--- src/rtl/fifo_rd_ctrl.sv ---
// rtl/fifo_rd_ctrl.sv - async FIFO read-side pointer/flag controller; optional almost-empty level under FIFO_ALMOST_EMPTY_EN
module fifo_rd_ctrl #(
  parameter int ADDR_W    = 3,
  parameter int AE_THRESH = 2
) (
  input  logic              r_clk,
  input  logic              resetn,
  input  logic              r_en,
  input  logic [ADDR_W:0]   w_gptr,
  output logic [ADDR_W-1:0] r_adrs,
  output logic              r_fire,
  output logic [ADDR_W:0]   r_gptr,
  output logic              empty,
  output logic              r_valid,
  output logic              almost_empty
);

  localparam int PW = ADDR_W + 1;

  logic [ADDR_W:0] wq1_q;
  logic [ADDR_W:0] wq2_q;
  logic [ADDR_W:0] rbin_q;
  logic [ADDR_W:0] rbin_d;
  logic [ADDR_W:0] r_gptr_q;
  logic [ADDR_W:0] r_gptr_d;
  logic            empty_q;
  logic            empty_d;
  logic            r_valid_q;

  // A read while empty is dropped here, so the pointer never moves past the write pointer.
  assign r_fire  = r_en & ~empty_q;
  assign r_adrs  = rbin_q[ADDR_W-1:0];
  assign r_gptr  = r_gptr_q;
  assign empty   = empty_q;
  assign r_valid = r_valid_q;

  // Next read pointer, its Gray image, and empty judged against the post-read pointer.
  always_comb begin
    rbin_d   = rbin_q + {{ADDR_W{1'b0}}, r_fire};
    r_gptr_d = rbin_d ^ (rbin_d >> 1);
    empty_d  = (r_gptr_d == wq2_q);
  end

  // Two-flop synchronizer bringing the write pointer into the read clock domain.
  always_ff @(posedge r_clk or negedge resetn) begin
    if (!resetn) begin
      wq1_q <= '0;
      wq2_q <= '0;
    end else begin
      wq1_q <= w_gptr;
      wq2_q <= wq1_q;
    end
  end

  // Read pointer, Gray pointer, empty flag and data-valid registers.
  always_ff @(posedge r_clk or negedge resetn) begin
    if (!resetn) begin
      rbin_q    <= '0;
      r_gptr_q  <= '0;
      empty_q   <= 1'b1;
      r_valid_q <= 1'b0;
    end else begin
      rbin_q    <= rbin_d;
      r_gptr_q  <= r_gptr_d;
      empty_q   <= empty_d;
      r_valid_q <= r_fire;
    end
  end

`ifdef FIFO_ALMOST_EMPTY_EN
  localparam logic [ADDR_W:0] AE_LVL = PW'(AE_THRESH);

  logic [ADDR_W:0] wbin_s;
  logic [ADDR_W:0] level_d;
  logic            almost_empty_q;
  logic            almost_empty_d;

  assign almost_empty = almost_empty_q;

  // Gray-to-binary of the synchronized write pointer; level is modulo the extended pointer width.
  always_comb begin
    wbin_s = '0;
    for (int i = 0; i <= ADDR_W; i++) begin
      wbin_s[i] = ^(wq2_q >> i);
    end
    level_d        = wbin_s - rbin_d;
    almost_empty_d = (level_d <= AE_LVL);
  end

  // Almost-empty flag register; comes out of reset asserted like empty.
  always_ff @(posedge r_clk or negedge resetn) begin
    if (!resetn) begin
      almost_empty_q <= 1'b1;
    end else begin
      almost_empty_q <= almost_empty_d;
    end
  end
`else
  // Feature compiled out: the port stays, tied low; the threshold only appears in a constant term.
  assign almost_empty = 1'b0 & (AE_THRESH < 0);
`endif

endmodule

--- config.mk ---
export PLATFORM = sky130hd
export DESIGN_NAME = fifo_rd_ctrl
export DESIGN_NICKNAME = d
export VERILOG_FILES = /design/src/rtl/fifo_rd_ctrl.sv
export SDC_FILE = /design/constraint.sdc
export NUM_CORES = 1
export LEC_CHECK = 0
export CORE_MARGIN = 4
export CORE_UTILIZATION = 31
export CTS_BUF_LIST = sky130_fd_sc_hd__clkbuf_2 sky130_fd_sc_hd__clkbuf_4 sky130_fd_sc_hd__clkbuf_8
export CTS_CLUSTER_DIAMETER = 200
export DETAILED_ROUTE_END_ITERATION = 6
export GPL_ROUTABILITY_DRIVEN = 1
export HOLD_SLACK_MARGIN = 0.12
export SETUP_SLACK_MARGIN = 0.15
export SYNTH_ARGS = -nofsm -noshare
export SYNTH_HDL_FRONTEND = slang
export SYNTH_SLANG_ARGS = --single-unit
--- constraint.sdc ---
create_clock -name r_clk -period 2.5 [get_ports r_clk]
set_input_delay 0.25 -clock r_clk [delete_from_list [all_inputs] [get_ports r_clk]]
set_output_delay 0.25 -clock r_clk [all_outputs]
set_load 0.01 [all_outputs]
==> impl_metrics.yaml, run 1 <==
critical_path:
  worst-path-buf-inv: 1
  cp_data_required_time_ns: 2.71
  critPathSlowestCell: "clkdlybuf4s50_1"
  critPathArrivalTime_ns: 2.19
  cp_cell_sequence: "clkdlybuf4s50_1 -> nor2b_1 -> ha_1 -> ha_1 -> xnor2_2 -> xor2_1 -> mux2i_1 -> a211oi_2"
  crit_path_max_fanout: 5
  critPathLaunchType: "input pin"
  endpoint_kind: "flip-flop"
  crit_family: "adder cells"
  path_common_cell: "ha_1"
  criticalPathCategory: "input pin to flip-flop"
  max_stage_delay_ns: 0.44
layout:
  area_delta_synth_final_pct: 28.26
  drive_above_1_share_pct: 12.86
  antenna-diode-count: 0
  nets: 80
  final_util_pct: 43.93
die:
  fp.dieH_um: 55.50
  die_area_sq_um: 3080
  row_count: 16
  start_util_pct: 34.25
  pin_count: 18
  die_w_um: 55.50
  core_sq_um: 2042
synth:
  synthTopCellsByArea: "dfrtp_1 57%, xnor2_1 5.0%, xor2_1 5.0%, dfstp_2 3.8%, ha_1 3.6%"
  synth_fa_ha_area_share_pct: 3.578
  ys_types: 27
  synth_xor_area_share_pct: 12.34
  synthSimpleGateAreaFrac_pct: 9.123
  syn-cell-area_sq_um: 699.4
  synth_edf_count: 0
  ys_seq_elements: 17
  synth_top_area_share_pct: 57.25
  synth_common_cells: "16 x dfrtp_1, 4 x xnor2_1, 4 x xor2_1"
  synthMostInstantiatedCell: "dfrtp_1"
  synth-compound-area-share_pct: 8.050
  syn_inst: 53
  yosysTopAreaCell: "dfrtp_1"
  synthArstFlopShare_pct: 100.0
  avgSynthCellArea_sq_um: 13.20
  synth_ff_type: "dfrtp_1"
  ys_seq_area_share_pct: 61.00
  synth_top_family_by_area: "XOR/XNOR gates"
  synth_nets: 62
  synth_mux_area_share_pct: 1.431
  ys.warnings.count: 0
route:
  drcViolationCount: 0
  viasPerCell: 4.515
  wl_per_cell_um: 11.20
  dr.pass1.iters: 2
  drt-initial-drc-count: 3
  detail-route-antenna-nets: 0
  routed_wl_um: 1086
  vias: 438
clocking:
  cts_tree: "built"
  insertion_delay_ns: 0.28
  cts_max_level: 1
  clk_pin_slew_ns: 0.09
  clockBufferDepth: 2
  post_cts_buffers: 0
  cts_buffers: 3
  cts-resized-gates: 0
  hold_buffers: 0
  clkSinkCount: 17
  clock-root-buffer: "clkbuf_4"
pwr:
  p_seq_share_pct: 38.8
  pwr-share-comb_pct: 48.6
  p_sw_mw: 0.3816
  ir_worst_vdd_v: 0.0006416
  clkPwrFrac_pct: 12.7
  p_leak_nw: 0.3784
  p_per_area_nw_per_um2: 1225
  finalPower_mw: 1.099
  sw_frac_of_total_pct: 34.72
  p_int_mw: 0.7174
global_routing:
  antenna_found_initial: 0
  grt_pass1_wl_um: 1849
  grt_pass1_vias: 429
  overflow: 0
  grt_max_degree: 18
  track_usage_pct: 7.726
sta:
  setup_viol: 0
  setup_ws_ns: 0.5132
  min_period_ns: 1.987
  rsz0062_at_grt: "false"
  slew_headroom_pct: 50.99
  period_share_pct: 79.47
  finalMaxSlewViolations: 0
  fmaxAchievable_ghz: 0.5033
  whs_ns: 0.3560
  tightest_slew_ns: 0.7329
  fin_skew_ns: 0.006709
  hold_violations: 0
  setup-tns-final_ns: 0
worst_hold_path:
  hold_path.class: "flip-flop to flip-flop"
flow_run:
  max_cap_viol_count: 0
placement:
  hpwl_um: 844.3
  numPortBuffers: 16
  gp_congestion: 0.8530
  post-place-ws_ns: 0.2121
status:
  status: "finished clean"
## cells by family after synthesis
family | Yosys count
AO/OA/AOI/OAI | 7
multiplexers | 1
flip-flops | 17
other | 1
buffers and inverters | 4
XOR/XNOR | 9
adder cells (fa/ha/maj) | 2
AND/OR/NAND/NOR | 12
## state kept, by name, indices dropped and copies added, names as in the netlist
signal	count
empty	1
rbin_q	3
wq1_q	4
wq2_q	4
r_gptr	4
r_valid	1
## final timing paths
path	startpoint	end	slack [ns]	cells past startpoint
setup / recovery	r_en	empty	0.51	8
hold / removal	wq1_q[3]	wq2_q[3]	0.36	0
setup reg to reg	empty	empty	0.54	7
hold reg to reg	wq1_q[3]	wq2_q[3]	0.36	0
max in group asynchronous	resetn	r_gptr[2]	1.64	1
min in group asynchronous	resetn	r_gptr[1]	0.39	1
## placed cells by master, fill, tap and decap left out
| master | netlist | routed |
|---|---|---|
| mux2i_1 | 1 | 1 |
| xor2_1 | 4 | 4 |
| dfstp_2 | 1 | 1 |
| clkbuf_4 | 0 | 3 |
| conb_1 | 1 | 1 |
| a21oi_1 | 1 | 1 |
| clkinv_2 | 0 | 1 |
| clkdlybuf4s50_1 | 0 | 16 |
| and2_1 | 1 | 1 |
| a211oi_2 | 1 | 1 |
| a2bb2oi_1 | 1 | 1 |
| nand2_1 | 2 | 2 |
| nand3_1 | 1 | 1 |
| or3_1 | 1 | 1 |
| o21bai_1 | 1 | 1 |
| nor2b_1 | 2 | 2 |
| dfrtp_1 | 16 | 16 |
| nor2_1 | 2 | 2 |
| a21bo_2 | 1 | 1 |
| nand2b_2 | 1 | 1 |
| ha_1 | 2 | 2 |
| nor3_1 | 2 | 2 |
| xnor2_1 | 4 | 4 |
| inv_1 | 1 | 1 |
| a22oi_1 | 1 | 1 |
| o21ai_0 | 1 | 1 |
| xnor2_2 | 1 | 1 |
## power by group through the flow
stage          clock network, mW  registers (mW)  logic (mW)
2_1_floorplan                  0           0.447       0.325
3_3_place_gp                   0           0.432       0.536
3_5_place_dp                   0           0.433       0.539
4_1_cts                    0.146           0.428       0.541
5_1_grt                    0.159           0.441       0.582
6_report                   0.139           0.426       0.534
## metrics by stage
step / cells / instance area (sq um)
2_1_floorplan: 53 / 699.4
3_3_place_gp: 93 / 869.6
3_5_place_dp: 93 / 869.6
4_1_cts: 97 / 897.1
5_1_grt: 97 / 897.1
6_report: 97 / 897.1
## final cells by class
class | instances | area [sq um]
Clock buffer | 3 | 22.52
Multi-Input combinational cell | 32 | 245.2
Fill cell | 201 | 1145
Sequential cell | 17 | 426.7
Clock inverter | 1 | 5.005
Timing Repair Buffer | 16 | 160.2
Inverter | 1 | 3.754
Tap cell | 27 | 33.78
## worst register-to-register path, cell delays in order (launching register included)
cell      delay, ns
dfstp_2        0.54
nor2b_1        0.06
ha_1           0.23
ha_1           0.29
xnor2_2        0.25
xor2_1         0.20
mux2i_1        0.11
a211oi_2       0.20
## routing by layer
layer | routed length, um | vias up | global-route usage [%]
met5 | 0 | - | 0
met4 | 11 | 0 | 2.083
met3 | 124 | 2 | 5.361
met2 | 505 | 18 | 12.33
met1 | 444 | 212 | 8.225
li1 | - | 206 | -
(Power assumes the default switching activity.)
==> run 2, diff against run 1 <==
==> constraint.sdc (replaced) <==
create_clock -name r_clk -period 1.6 [get_ports r_clk]
set_input_delay 0.16 -clock r_clk [delete_from_list [all_inputs] [get_ports r_clk]]
set_output_delay 0.16 -clock r_clk [all_outputs]
set_load 0.01 [all_outputs]
==> run 2 against run 1 <==
Compared with the run above:
- the flow now finishes with violations (setup timing)
- largest cell class unchanged
- first-iteration DRC count unchanged
- setup slack worse by 0.60 ns
- clock-buffer cell count unchanged
- design area up 26%
- highest routed layer is now met3
- clock skew about the same
==> impl_metrics.yaml, run 2 (synthesis results as in run 1) <==
pwr:
  p_leak_nw: 0.4941
  p_per_area_nw_per_um2: 2013
  ir_worst_vdd_v: 0.001265
clocking:
  clk_pin_slew_ns: 0.09
  cts_buffers: 3
  hold_buffers: 0
  cts_tree: "built"
  clockBufferDepth: 2
  clock-root-buffer: "clkbuf_4"
  insertion_delay_ns: 0.28
  clkSinkCount: 17
  cts_max_level: 1
route:
  detail-route-antenna-nets: 0
  viasPerCell: 4.268
  drt-initial-drc-count: 3
  routed_wl_um: 1130
  dr.pass1.iters: 4
  vias: 478
  wl_per_cell_um: 10.09
  drcViolationCount: 0
placement:
  post-place-ws_ns: -0.2310
  gp_congestion: 0.8566
  placedCellCount: 103
  numPortBuffers: 16
  placed_cell_area_sq_um: 988.4
  hpwl_um: 851.9
layout:
  antenna-diode-count: 0
  nets: 95
  mostFrequentLayoutCells: "13 x clkdlybuf4s50_1, 13 x dfrtp_1, 12 x buf_4"
  fin_cells: 112
  postLayoutCellArea_sq_um: 1135
  area_delta_synth_final_pct: 62.25
  drive_above_1_share_pct: 41.18
critical_path:
  cp_cell_sequence: "nor2b_4 -> ha_4 -> ha_4 -> buf_6 -> xnor2_2 -> o21bai_4 -> a211oi_2"
  path_common_cell: "ha_4"
  crit_path_max_fanout: 5
  max_stage_delay_ns: 0.56
  critPathSlowestCell: "dfstp_2"
  criticalPathCategory: "flip-flop to flip-flop"
  reg2reg_depth: 7
  worst-path-buf-inv: 1
  cp.depth: 7
  crit_start: "empty"
  critPathArrivalTime_ns: 1.88
  cp_data_required_time_ns: 1.80
  endpoint_kind: "flip-flop"
  critPathLaunchType: "flip-flop"
  reg2reg_from: "empty"
  crit_family: "flip-flops"
global_routing:
  overflow: 0
  grt_pass1_vias: 446
  grt_pass1_wl_um: 1959
  grt_max_degree: 18
  track_usage_pct: 7.965
  antenna_found_initial: 0
worst_hold_path:
  hold_path.class: "input pin to asynchronous set/reset pin"
die:
  pin_count: 18
  die_w_um: 55.50
  row_count: 16
  core_sq_um: 2042
  fp.dieH_um: 55.50
  die_area_sq_um: 3080
  start_util_pct: 34.25
sta:
  fin_skew_ns: 0.006627
  min_period_ns: 1.684
  rsz0062_at_grt: "true"
  fmaxAchievable_ghz: 0.5939
  period_share_pct: 105.2
  setup_ws_ns: -0.08380
  setup_viol: 1
  finalMaxSlewViolations: 0
  hold_violations: 0
status:
  status: "finished with violations"
  violations: "setup timing"
flow_run:
  max_cap_viol_count: 0
==> run 2: cell count changes in the layout (fill, tap and decap cells not counted), sizes merged <==
cell	change
clkdlybuf4s50	-3
dlygate4sd2	+1
clkdlybuf4s15	+1
buf	+15
dlymetal6s2s	+1
==> run 2: per-layer routing <==
layer  vias up  routed length (um)  track usage [%]
met3         0                 114            5.128
li1        239                   -                -
met1       222                 473            9.654
met2        17                 543            11.66
met5         -                   0                0
met4         0                   0            2.083
==> run 2: worst paths after layout <==
path,to,slack (ns)
max,empty,-0.08
min,r_gptr[1],0.18
max reg2reg,empty,-0.08
min reg2reg,wq2_q[3],0.36
max in group asynchronous,empty,1.16
min in group r_clk,wq1_q[0],0.31
==> run 2: timing repair <==
action | in CTS | in global routing
endpoints found under the hold margin | 0 | 0
endpoints found under the setup margin | 8 | 5
gates resized for setup | 11 | 6
setup buffers | 4 | 1
pin swaps | 2 | 1
==> run 2: where the power goes <==
| part | internal [mW] | total, mW | leakage, nW | switching [mW] |
|---|---|---|---|---|
| sequential | 0.573 | 0.647 | 0.194 | 0.0746 |
| clock | 0.0927 | 0.216 | 0.0177 | 0.123 |
| combinational | 0.886 | 1.42 | 0.282 | 0.536 |
==> run 2: area by class of cell <==
cell class                 instances  area (sq um)
clock buffer                       3         22.52
clock inverter                     1         5.005
fill                             186         907.1
inverter                           1         3.754
multi-input combinational         32         345.3
sequential                        17         430.4
tap                               27         33.78
timing repair buffer              31         294.0
==> run 2: stage by stage <==
stage	util [%]	TNS (ns)	hold slack (ns)	total power, mW
final	55.58	-0.08380	0.1835	2.285
after global routing	55.58	-0.2111	0.1746	2.470
after CTS	53.25	-0.07452	0.1822	2.230
after detailed placement	48.41	-0.3387	0.3378	1.786
after global placement	48.41	-0.3204	0.3321	1.783
after floorplan	-	-0.1739	-0.1356	1.318
